### src/rtl/ifetch_unit.sv
// Purpose : instruction-fetch stage; owns the PC, fetches over im_req/im_ack and holds the word for the controller.
// Latency : ack in the first request cycle -> instr_valid the next cycle; PCWr -> new im_req the next cycle.
// Backpres: im_req/im_addr held until im_ack; executing instruction held until PCWr; misaligned target halts until reset.
//
// Ports:
//   clk, rst                 clock (rising edge), asynchronous active-low reset
//   im_req/im_addr           fetch request and address (= pc) toward instruction memory
//   im_ack/im_rdata          memory acknowledge, data valid in the ack cycle
//   PCWr/NPCOp/Zero/rs_data  controller retire strobe, next-PC select, BEQ result, JR target
//   instr/Op/Funct           current instruction and decode fields, zero while instr_valid=0
//   pc/pc_plus4              current instruction address and its JAL link value
//   instr_valid              instruction register holds a fetched word
//   misalign_err             sticky flag: a retired instruction produced a non-word-aligned next PC
module ifetch_unit #(
    parameter logic [31:0] RESET_PC = 32'h0000_3000,
    parameter int          ADDR_W   = 32
) (
    input  logic              clk,
    input  logic              rst,
    output logic              im_req,
    output logic [ADDR_W-1:0] im_addr,
    input  logic              im_ack,
    input  logic [31:0]       im_rdata,
    input  logic              PCWr,
    input  logic [1:0]        NPCOp,
    input  logic              Zero,
    input  logic [31:0]       rs_data,
    output logic [31:0]       instr,
    output logic [5:0]        Op,
    output logic [5:0]        Funct,
    output logic [ADDR_W-1:0] pc,
    output logic [ADDR_W-1:0] pc_plus4,
    output logic              instr_valid,
    output logic              misalign_err
);

    typedef enum logic [1:0] {
        S_FETCH = 2'd0,
        S_EXEC  = 2'd1,
        S_HALT  = 2'd2
    } state_t;

    localparam logic [1:0] NPC_SEQ = 2'b00;
    localparam logic [1:0] NPC_BEQ = 2'b01;
    localparam logic [1:0] NPC_J   = 2'b10;

    state_t            state_q;
    state_t            state_d;
    logic [ADDR_W-1:0] pc_q;
    logic [31:0]       instr_q;
    logic              misalign_q;

    logic              ld_instr;
    logic              ld_pc;
    logic              set_err;
    logic [ADDR_W-1:0] npc;
    logic [ADDR_W-1:0] br_off;

    // ------------------------------------------------------------------
    // Next-PC selection, always from the registered instruction word.
    // ------------------------------------------------------------------
    assign pc_plus4 = pc_q + 32'd4;
    assign br_off   = {{14{instr_q[15]}}, instr_q[15:0], 2'b00};

    always_comb begin
        npc = pc_plus4;
        case (NPCOp)
            NPC_SEQ: npc = pc_plus4;
            NPC_BEQ: npc = Zero ? (pc_plus4 + br_off) : pc_plus4;
            NPC_J:   npc = {pc_plus4[ADDR_W-1:ADDR_W-4], instr_q[25:0], 2'b00};
            default: npc = rs_data;
        endcase
    end

    // ------------------------------------------------------------------
    // FSM: state register
    // ------------------------------------------------------------------
    always_ff @(posedge clk or negedge rst) begin
        if (!rst) begin
            state_q <= S_FETCH;
        end else begin
            state_q <= state_d;
        end
    end

    // ------------------------------------------------------------------
    // FSM: next state and outputs
    // ------------------------------------------------------------------
    always_comb begin
        state_d     = state_q;
        im_req      = 1'b0;
        instr_valid = 1'b0;
        ld_instr    = 1'b0;
        ld_pc       = 1'b0;
        set_err     = 1'b0;
        case (state_q)
            S_FETCH: begin
                // The reset state is S_FETCH, so the request is qualified
                // with rst to drop it the moment reset is asserted.
                im_req = rst;
                if (im_ack) begin
                    ld_instr = 1'b1;
                    state_d  = S_EXEC;
                end
            end
            S_EXEC: begin
                instr_valid = 1'b1;
                if (PCWr) begin
                    if (npc[1:0] == 2'b00) begin
                        ld_pc   = 1'b1;
                        state_d = S_FETCH;
                    end else begin
                        set_err = 1'b1;
                        state_d = S_HALT;
                    end
                end
            end
            S_HALT: begin
                state_d = S_HALT;
            end
            default: begin
                state_d = S_HALT;
            end
        endcase
    end

    // ------------------------------------------------------------------
    // Datapath registers
    // ------------------------------------------------------------------
    always_ff @(posedge clk or negedge rst) begin
        if (!rst) begin
            pc_q       <= RESET_PC;
            instr_q    <= 32'd0;
            misalign_q <= 1'b0;
        end else begin
            if (ld_pc) begin
                pc_q <= npc;
            end
            if (ld_instr) begin
                instr_q <= im_rdata;
            end
            if (set_err) begin
                misalign_q <= 1'b1;
            end
        end
    end

    // Gated to zero when not valid so the controller decodes SLL $0 (NOP).
    assign instr        = instr_valid ? instr_q : 32'd0;
    assign Op           = instr[31:26];
    assign Funct        = instr[5:0];
    assign pc           = pc_q;
    assign im_addr      = pc_q;
    assign misalign_err = misalign_q;

endmodule

### config.mk
export PLATFORM = sky130hd
export DESIGN_NAME = ifetch_unit
export DESIGN_NICKNAME = d
export VERILOG_FILES = /design/src/rtl/ifetch_unit.sv
export SDC_FILE = /design/constraint.sdc
export NUM_CORES = 1
export LEC_CHECK = 0
export ABC_AREA = 1
export BUFFER_PORTS_ARGS = -buffer_cell sky130_fd_sc_hd__buf_2
export CAP_MARGIN = 20
export CORE_UTILIZATION = 50
export DETAILED_ROUTE_END_ITERATION = 10
export PLACE_DENSITY = 0.79
export SLEW_MARGIN = 20
export SYNTH_ARGS = -nofsm -noshare
export SYNTH_HDL_FRONTEND = slang
export SYNTH_SLANG_ARGS = --single-unit
### constraint.sdc
create_clock -name clk -period 5.9 [get_ports clk]
set_clock_uncertainty 0.05 [all_clocks]
set_input_delay 0 -clock clk [delete_from_list [all_inputs] [get_ports clk]]
set_output_delay 0 -clock clk [all_outputs]
set_load 0.01 [all_outputs]
==> results of run 1 <==
[layer usage]
metal / vias to the layer above / GRT usage [%] / part of all wire [%] / routed length (um)
met4: 0 / 14.5 / 3.6 / 1010
met5: - / 0 / 0 / 0
met2: 473 / 59.2 / 45 / 12700
met3: 71 / 6.51 / 8.6 / 2390
li1: 4317 / - / - / -
met1: 4040 / 48.5 / 42 / 11900
[metrics by stage]
| step | area [um2] | utilization [%] | cells | worst slack, ps |
|---|---|---|---|---|
| 2_1_floorplan | 7470 | - | 1276 | 3110 |
| 3_3_place_gp | 8310 | 57.2 | 1597 | 2450 |
| 3_5_place_dp | 8310 | 57.2 | 1597 | 2450 |
| 4_1_cts | 9170 | 63.1 | 1669 | 2440 |
| 5_1_grt | 9170 | 63.1 | 1669 | 2140 |
| 6_report | 9170 | 63.1 | 1669 | 2350 |
[kinds of logic (layout without fill, tap and decap cells)]
kind of cell | Yosys count | in the layout | share of synthesized area [%]
buf+inv | 281 | 490 | 16.7
simple gates | 723 | 723 | 40.2
compound gates | 151 | 151 | 11.7
xor+xnor | 17 | 17 | 2.60
fa+ha+maj | 37 | 37 | 6.30
flops | 67 | 67 | 22.5
[worst reg2reg max path, cell delays in order, from the launching register on]
cell     delay (ps)
dfrtp_1         500
ha_1            250
nand3_2         160
inv_2           140
nand2_2         110
nor2_2          160
xor2_2          350
ha_1            270
nand2_1         120
nor2_1          220
inv_1           120
nor2_1          210
nand3_1         130
nand3_1         100
nand2_1          50
nand2_1         110
nand2_1          90
nand2_1         100
nand2_1          70
nand2_1          60
nand2_1          50
[worst min path at each step]
stage                            start     endpoint  slack, ps
after floorplan                    rst   im_addr[0]       -350
after CTS                  rs_data[30]  im_addr[30]          5
after detailed placement  im_rdata[30]  instr_q[30]        200
after global placement    im_rdata[18]  instr_q[18]        190
after global routing       rs_data[20]  im_addr[20]         50
final                      rs_data[30]  im_addr[30]          5
[flip-flops by register name, indices dropped and copies added, names as in the netlist]
register and count:
state_q 2, im_addr 32, misalign_err 1, instr_q 32
[area by class of cell]
| type | count | area (um2) |
|---|---|---|
| inverters | 200 | 751 |
| well taps | 184 | 230 |
| fillers | 1445 | 5360 |
| clock inverters | 7 | 76.3 |
| clock buffers | 9 | 225 |
| multi-input cells | 928 | 4540 |
| repair buffers | 274 | 1660 |
| flip-flops and latches | 67 | 1680 |
[what timing repair did]
action	in CTS	in global routing
setup endpoints to repair	0	0
hold endpoints to repair	122	0
hold buffers	56	0
[synth_stat cells, types with 2 or more instances]
library cell | n | share of area [%]
nand2_1 | 420 | 21
inv_1 | 188 | 9.4
nor2_1 | 181 | 9.1
a21oi_1 | 76 | 5.1
nand3_1 | 68 | 4.6
dfrtp_1 | 65 | 22
buf_4 | 49 | 4.9
ha_1 | 36 | 6.0
o21ai_0 | 25 | 1.7
o211ai_1 | 21 | 2.1
clkbuf_1 | 20 | 1.0
inv_2 | 11 | 0.55
o21ai_1 | 9 | 0.60
buf_2 | 8 | 0.54
nor2_2 | 8 | 0.67
nor3_1 | 8 | 0.54
nand2_2 | 7 | 0.59
xor2_1 | 7 | 0.82
nand4_1 | 6 | 0.50
nor2_4 | 6 | 0.90
or2_2 | 6 | 0.50
o21bai_1 | 5 | 0.50
buf_1 | 4 | 0.20
o2111ai_1 | 4 | 0.47
xnor2_1 | 4 | 0.47
xor2_2 | 4 | 0.87
a221oi_1 | 3 | 0.35
nand3_2 | 3 | 0.40
a21o_1 | 2 | 0.20
a31o_2 | 2 | 0.23
dfstp_2 | 2 | 0.70
nor3_2 | 2 | 0.27
xnor2_2 | 2 | 0.44
[power groups by stage]
stage                     clock (mW)  sequential [mW]  combinational, mW
after floorplan                    0            0.933               2.69
after global placement             0            0.965               3.75
after detailed placement           0            0.976               3.75
after CTS                      0.568            0.969               3.81
after global routing           0.588             1.01               4.34
final                          0.568            0.980               3.89
==> flow_summary.toml, run 1 <==
[run_status]
outcome = "finished clean"

[timing]
final-max-slew-violation-count = 0
max_freq_ghz = 0.281
final_clock_period_utilization_by_the_worst_path_pct = 60.2
tightest_slew_ps = 929
timing.max_slew.rel_slack_pct = 38.0
fin_crit_ps = 3550
whs_ps = 4.55
setup_violations = 0
timing.final.hold_violations = 0
rsz0062_at_grt = "no"
tns_ps = 0

[critical_path]
r2r_start = "im_addr[2]"
ws_path_type = "flop to flop"
crit_path_top_delay_cell = "dfrtp_1"
cp_data_required_time_ps = 6090
category_of_cells_accounting_for_the_largest_share_of_critical_path_delay = "simple AND/OR/NAND/NOR gates"
reg2reg_to = "im_addr[22]"
crit_path_start_kind = "flop"
cp-endpoint = "im_addr[22]"
cp_common_cell = "nand2_1"
cell_depth_of_the_worst_flop_to_flop_path = 20
worst-r2r-setup-slack_ps = 2350
path_max_fanout = 8
cp.arrival_ps = 3750
critical_path_endpoint_category = "flop"
cp-startpoint = "im_addr[2]"
timing.critical_path.depth = 20
critPathBufInv = 2
cp_slowest_stage_delay_ps = 500
critical_path.cell_chain = "ha_1, nand3_2, inv_2, nand2_2, nor2_2, xor2_2, ha_1, nand2_1, nor2_1, inv_1, nor2_1, nand3_1, nand3_1, nand2_1, nand2_1, nand2_1, nand2_1, nand2_1, nand2_1, nand2_1"

[synth]
count_of_flip_flops_with_a_built_in_enable_after_synthesis = 0
synth.yosys.warnings = 0
post_synth_instance_area_um2 = 7470
postSynth.asyncResetShare_pct = 100
mappedNetlistNets = 1384
synth_seq_area_share_pct = 22.5
post_synth_inst_count = 1276
synth_cell_type_count = 47
postSynthAreaPerCell_um2 = 5.85
ffs_latches_synth = 67
top_flip_flop_cell_by_instance_count_after_synthesis = "dfrtp_1"

[clock_tree]
root_cell_of_the_clock_tree = "clkbuf_16"
ctsHtreeMaxLevel = 3
numClockSinks = 67
tritoncts.num_buffers = 9
cts.reportedPaths.clkPinSlew_ps = 70
cts_setup_buffers = 0
insertion_delay_ps = 350
ctsResizeCount = 0
cts-root-to-sink-buffers = 2
clock_tree_from_tritoncts = "built"

[floorplan]
placement_rows = 44
die_ar_um2 = 15400
placeableCoreArea_um2 = 14500
boundary_pin_count = 214
die_width_um = 124
die_h_um = 124
floorplan.initialDensity_pct = 51.4

[routing]
initialDrtViolationCount = 839
viasPerCell = 5.33
vias = 8901
post_drt_wl_per_cell_um = 16.8
iteration_count_of_the_initial_detailed_routing_pass = 6
route.antenna.remaining_nets = 0
detail_route.wirelength_um = 28000
drc = 0

[layout]
nNetsFinal = 1588
area_growth_syn_to_layout_pct = 22.8
layout-drive-gt1-share_pct = 19.7
mostFrequentLayoutCell = "nand2_1"
layout_common_cells = "nand2_1 (419), buf_2 (213), inv_1 (188), nor2_1 (181), a21oi_1 (76)"
n_antenna_cell = 0

[placement]
port-buffer-count = 213
place.gp.congestion = 1.03
placed_wire_length_estimate_after_detailed_placement_um = 21300

[global_route]
grt_antenna_before_repair = 0
largest_net_degree_at_the_start_of_global_routing = 69
global_route.overflow_total = 0
first_pass_grt_wire_length_um = 44600
grt_pass1_vias = 8573
gr-usage-all-layers_pct = 36.7

[job]
max_cap_violations = 0

[pwr]
power.share.sequential_pct = 18.0
cellPowerDensity_nw_per_um2 = 593
leakage_nw = 5.41
finalPower_mw = 5.44
power.share.switching_pct = 57.6
internal-power_mw = 2.31
power_switching_mw = 3.13
power_frac_comb_pct = 71.5
share_clk_of_total_power_pct = 10.4
peakVddDrop_uv = 267

[worst_hold_path]
timing.hold.worst_path_depth = 5
min_path_type = "input port to flop"
Note: power is estimated with default switching activity, not from simulation.
==> run 2: changes to the inputs <==
- ABC_AREA: 1 -> 0
- CORE_UTILIZATION: 50 -> 47
- PLACE_DENSITY: 0.79 -> 0.81
- clock period: 5.9 -> 3 ns (I/O delays scaled with it)
==> run 2 against run 1 <==
- the run now ends with negative setup slack left
- area after synthesis down 18%
- combinational power rose to 2.7 times the previous value
- non-clock buffer count increased by 182
- first-iteration DRC count increased by 10%
- utilization grew 19 points
- clock power increased by 110%
- register-to-register slack worse by 2900 ps
- largest cell class unchanged
- worst setup slack got worse by 2900 ps
- hold slack improved by 14 ps
- largest power group unchanged
- via count fell by 9.5%
- critical endpoint is now im_addr[31]
- total power rose to 2.5 times the previous value
- routed wire length rose by 8.4%
==> flow_summary.toml, run 2 <==
[pwr]
power.share.sequential_pct = 13.8
power_frac_comb_pct = 77.4
share_clk_of_total_power_pct = 8.8
power_switching_mw = 6.52
power.share.switching_pct = 47.7
finalPower_mw = 13.7
cellPowerDensity_nw_per_um2 = 1320
internal-power_mw = 7.15
leakage_nw = 5.09
peakVddDrop_uv = 745

[global_route]
largest_net_degree_at_the_start_of_global_routing = 39
gr-usage-all-layers_pct = 39.7
grt_antenna_before_repair = 1
first_pass_grt_wire_length_um = 39800
global_route.overflow_total = 0
grt_pass1_vias = 7582

[synth]
ffs_latches_synth = 67
top_flip_flop_cell_by_instance_count_after_synthesis = "dfrtp_1"
mappedNetlistNets = 816
synth_top_area_cell = "dfrtp_1"
post_synth_instance_area_um2 = 6100
synth.yosys.warnings = 0
count_of_flip_flops_with_a_built_in_enable_after_synthesis = 0
ys_top_cells_by_count = "dfrtp_1 (65), nand2_1 (53), buf_4 (46), a21oi_1 (45), and2_1 (39)"
share_of_yosys_cell_area_claimed_by_the_top_area_cell_type_pct = 26.7
postSynthAreaPerCell_um2 = 8.62
post_synth_inst_count = 708
ys_top_cells_by_area = "dfrtp_1 (27%), ha_1 (7.4%), mux2_2 (6.1%)"
synth_seq_area_share_pct = 27.5
postSynth.asyncResetShare_pct = 100
synth_cell_type_count = 63
yosys.cell_count.top_type = "dfrtp_1"

[clock_tree]
root_cell_of_the_clock_tree = "clkbuf_16"
cts-root-to-sink-buffers = 2
ctsHtreeMaxLevel = 3
cts.reportedPaths.clkPinSlew_ps = 70
clock_tree_from_tritoncts = "built"
insertion_delay_ps = 370
numClockSinks = 67
tritoncts.num_buffers = 9

[job]
max_cap_violations = 0

[placement]
detailed_place.area_um2 = 8400
placed_wire_length_estimate_after_detailed_placement_um = 16800
dpl.cell_count = 1185
port-buffer-count = 213
place.gp.congestion = 0.948

[floorplan]
floorplan.initialDensity_pct = 48.4
boundary_pin_count = 214
die_ar_um2 = 13400
placeableCoreArea_um2 = 12600
placement_rows = 41
die_width_um = 116
die_h_um = 116

[timing]
final_clock_period_utilization_by_the_worst_path_pct = 118
timing.final.hold_violations = 0
tightest_slew_ps = 665
tns_ps = -7830
max_freq_ghz = 0.282
final-max-slew-violation-count = 0
setup_violations = 25
pnr_worst_setup_slack_ps = -550
fin_crit_ps = 3550
rsz0062_at_grt = "yes"
timing.max_slew.rel_slack_pct = 55.7

[critical_path]
crit_path_start_kind = "flop"
cp.arrival_ps = 3800
critical_path_endpoint_category = "flop"
cp_data_required_time_ps = 3260
ws_path_type = "flop to flop"
path_max_fanout = 6

[layout]
layout_common_cells = "buf_2 (212), buf_4 (180), dfrtp_1 (57), nand2_1 (42), and2_1 (36)"
final_util_pct = 81.8
mostFrequentLayoutCell = "buf_2"
layoutNonFillerInstCount = 1276
nNetsFinal = 1206
layout-drive-gt1-share_pct = 57.5
finish.instance_area_um2 = 10300
area_growth_syn_to_layout_pct = 69.2

[routing]
topRoutingLayerUsed = "met4"
met2RoutedLength_um = 13700
viasPerCell = 6.32
vias = 8058
m1WireLength_um = 10600
iteration_count_of_the_initial_detailed_routing_pass = 6
post_drt_wl_per_cell_um = 23.8
route.met3.wl_um = 3680
drc = 0
detail_route.wirelength_um = 30400
initialDrtViolationCount = 927
route.antenna.remaining_nets = 0

[run_status]
outcome = "finished with violations"
violations_in_the_final_reports = "negative setup slack"

[worst_hold_path]
min_path_type = "input port to flop"
run 2: cell types whose count changed after synthesis, sizes merged, moves of 11 or more:
cell    previous run  this run
xnor2              6        33
mux2               0        33
a21o               2        13
nor2             196        38
a21oi             76        45
inv              199        17
nand2            428        53
mux2i              0        29
nand3             71        35
a211oi             0        15
buf               61        47
o211ai            22         9
and2               0        39
run 2: worst paths after layout:
kind,slack (ps),cells past startpoint,startpoint,endpoint
hold reg to reg,430,1,misalign_err,misalign_err
setup reg to reg,-550,17,im_addr[11],im_addr[31]
min in group asynchronous,90,2,rst,instr_q[28]
setup / recovery,-550,17,im_addr[11],im_addr[31]
max in group asynchronous,1930,3,rst,im_addr[12]
hold / removal,20,5,rs_data[28],im_addr[28]
run 2: metal layers:
metal / vias to the layer above / GRT usage (%)
met3: 271 / 9.52
met4: 0 / 24.3
met2: 753 / 65.7
met1: 3737 / 46.8
met5: - / 0
li1: 3297 / -
run 2: final cells by class:
cell class / instances / area, um2
Fill cell: 722 / 2290
Inverter: 18 / 70.1
Sequential cell: 67 / 1690
Antenna cell: 1 / 2.50
Clock buffer: 9 / 225
Timing Repair Buffer: 456 / 3090
Tap cell: 172 / 215
Multi-Input combinational cell: 546 / 4930
Clock inverter: 7 / 100
run 2: cell families (layout without fill, tap and decap cells):
group           Yosys count  in the layout  synth area share, %
simple gates            234            234                 19.8
compound gates          166            166                 18.7
buf+inv                  95            490                 8.67
flops                    67             67                 27.5
mux                      62             62                 10.8
xor+xnor                 47             47                 6.74
fa+ha+maj                37             37                 7.71
other cells               0              1                    0
run 2: critical path: stages (launching register included):
cell	delay [ps]
dfrtp_1	380
nand2_2	100
buf_6	130
nor4_4	300
buf_6	220
buf_4	150
nand2_1	100
xnor2_2	220
ha_1	300
o21ai_0	180
nand2b_1	140
o41ai_2	70
buf_4	180
o2111ai_1	160
a41oi_2	220
xnor2_2	100
a2111oi_2	320
a311o_1	160
run 2: repair_timing:
item,CTS,global route
gates resized for setup,111,89
pin swaps,69,68
cloned,0,0
setup endpoints to repair,21,24
endpoints found under the hold margin,69,0
buffers inserted,24,21
hold buffers,35,0
run 2: power groups by stage:
stage	registers [mW]	clock network, mW	logic (mW)
6_report	1.88	1.21	10.6
5_1_grt	1.92	1.25	11.0
4_1_cts	1.79	1.19	8.61
3_5_place_dp	1.79	0	7.35
3_3_place_gp	1.76	0	7.21
2_1_floorplan	1.92	0	4.15
run 2: stage by stage:
stage,hold slack (ps),setup slack (ps)
2_1_floorplan,-346,-527
3_3_place_gp,-74.5,-514
3_5_place_dp,-72.7,-575
4_1_cts,3.20,-378
5_1_grt,58.9,-636
6_report,18.3,-550
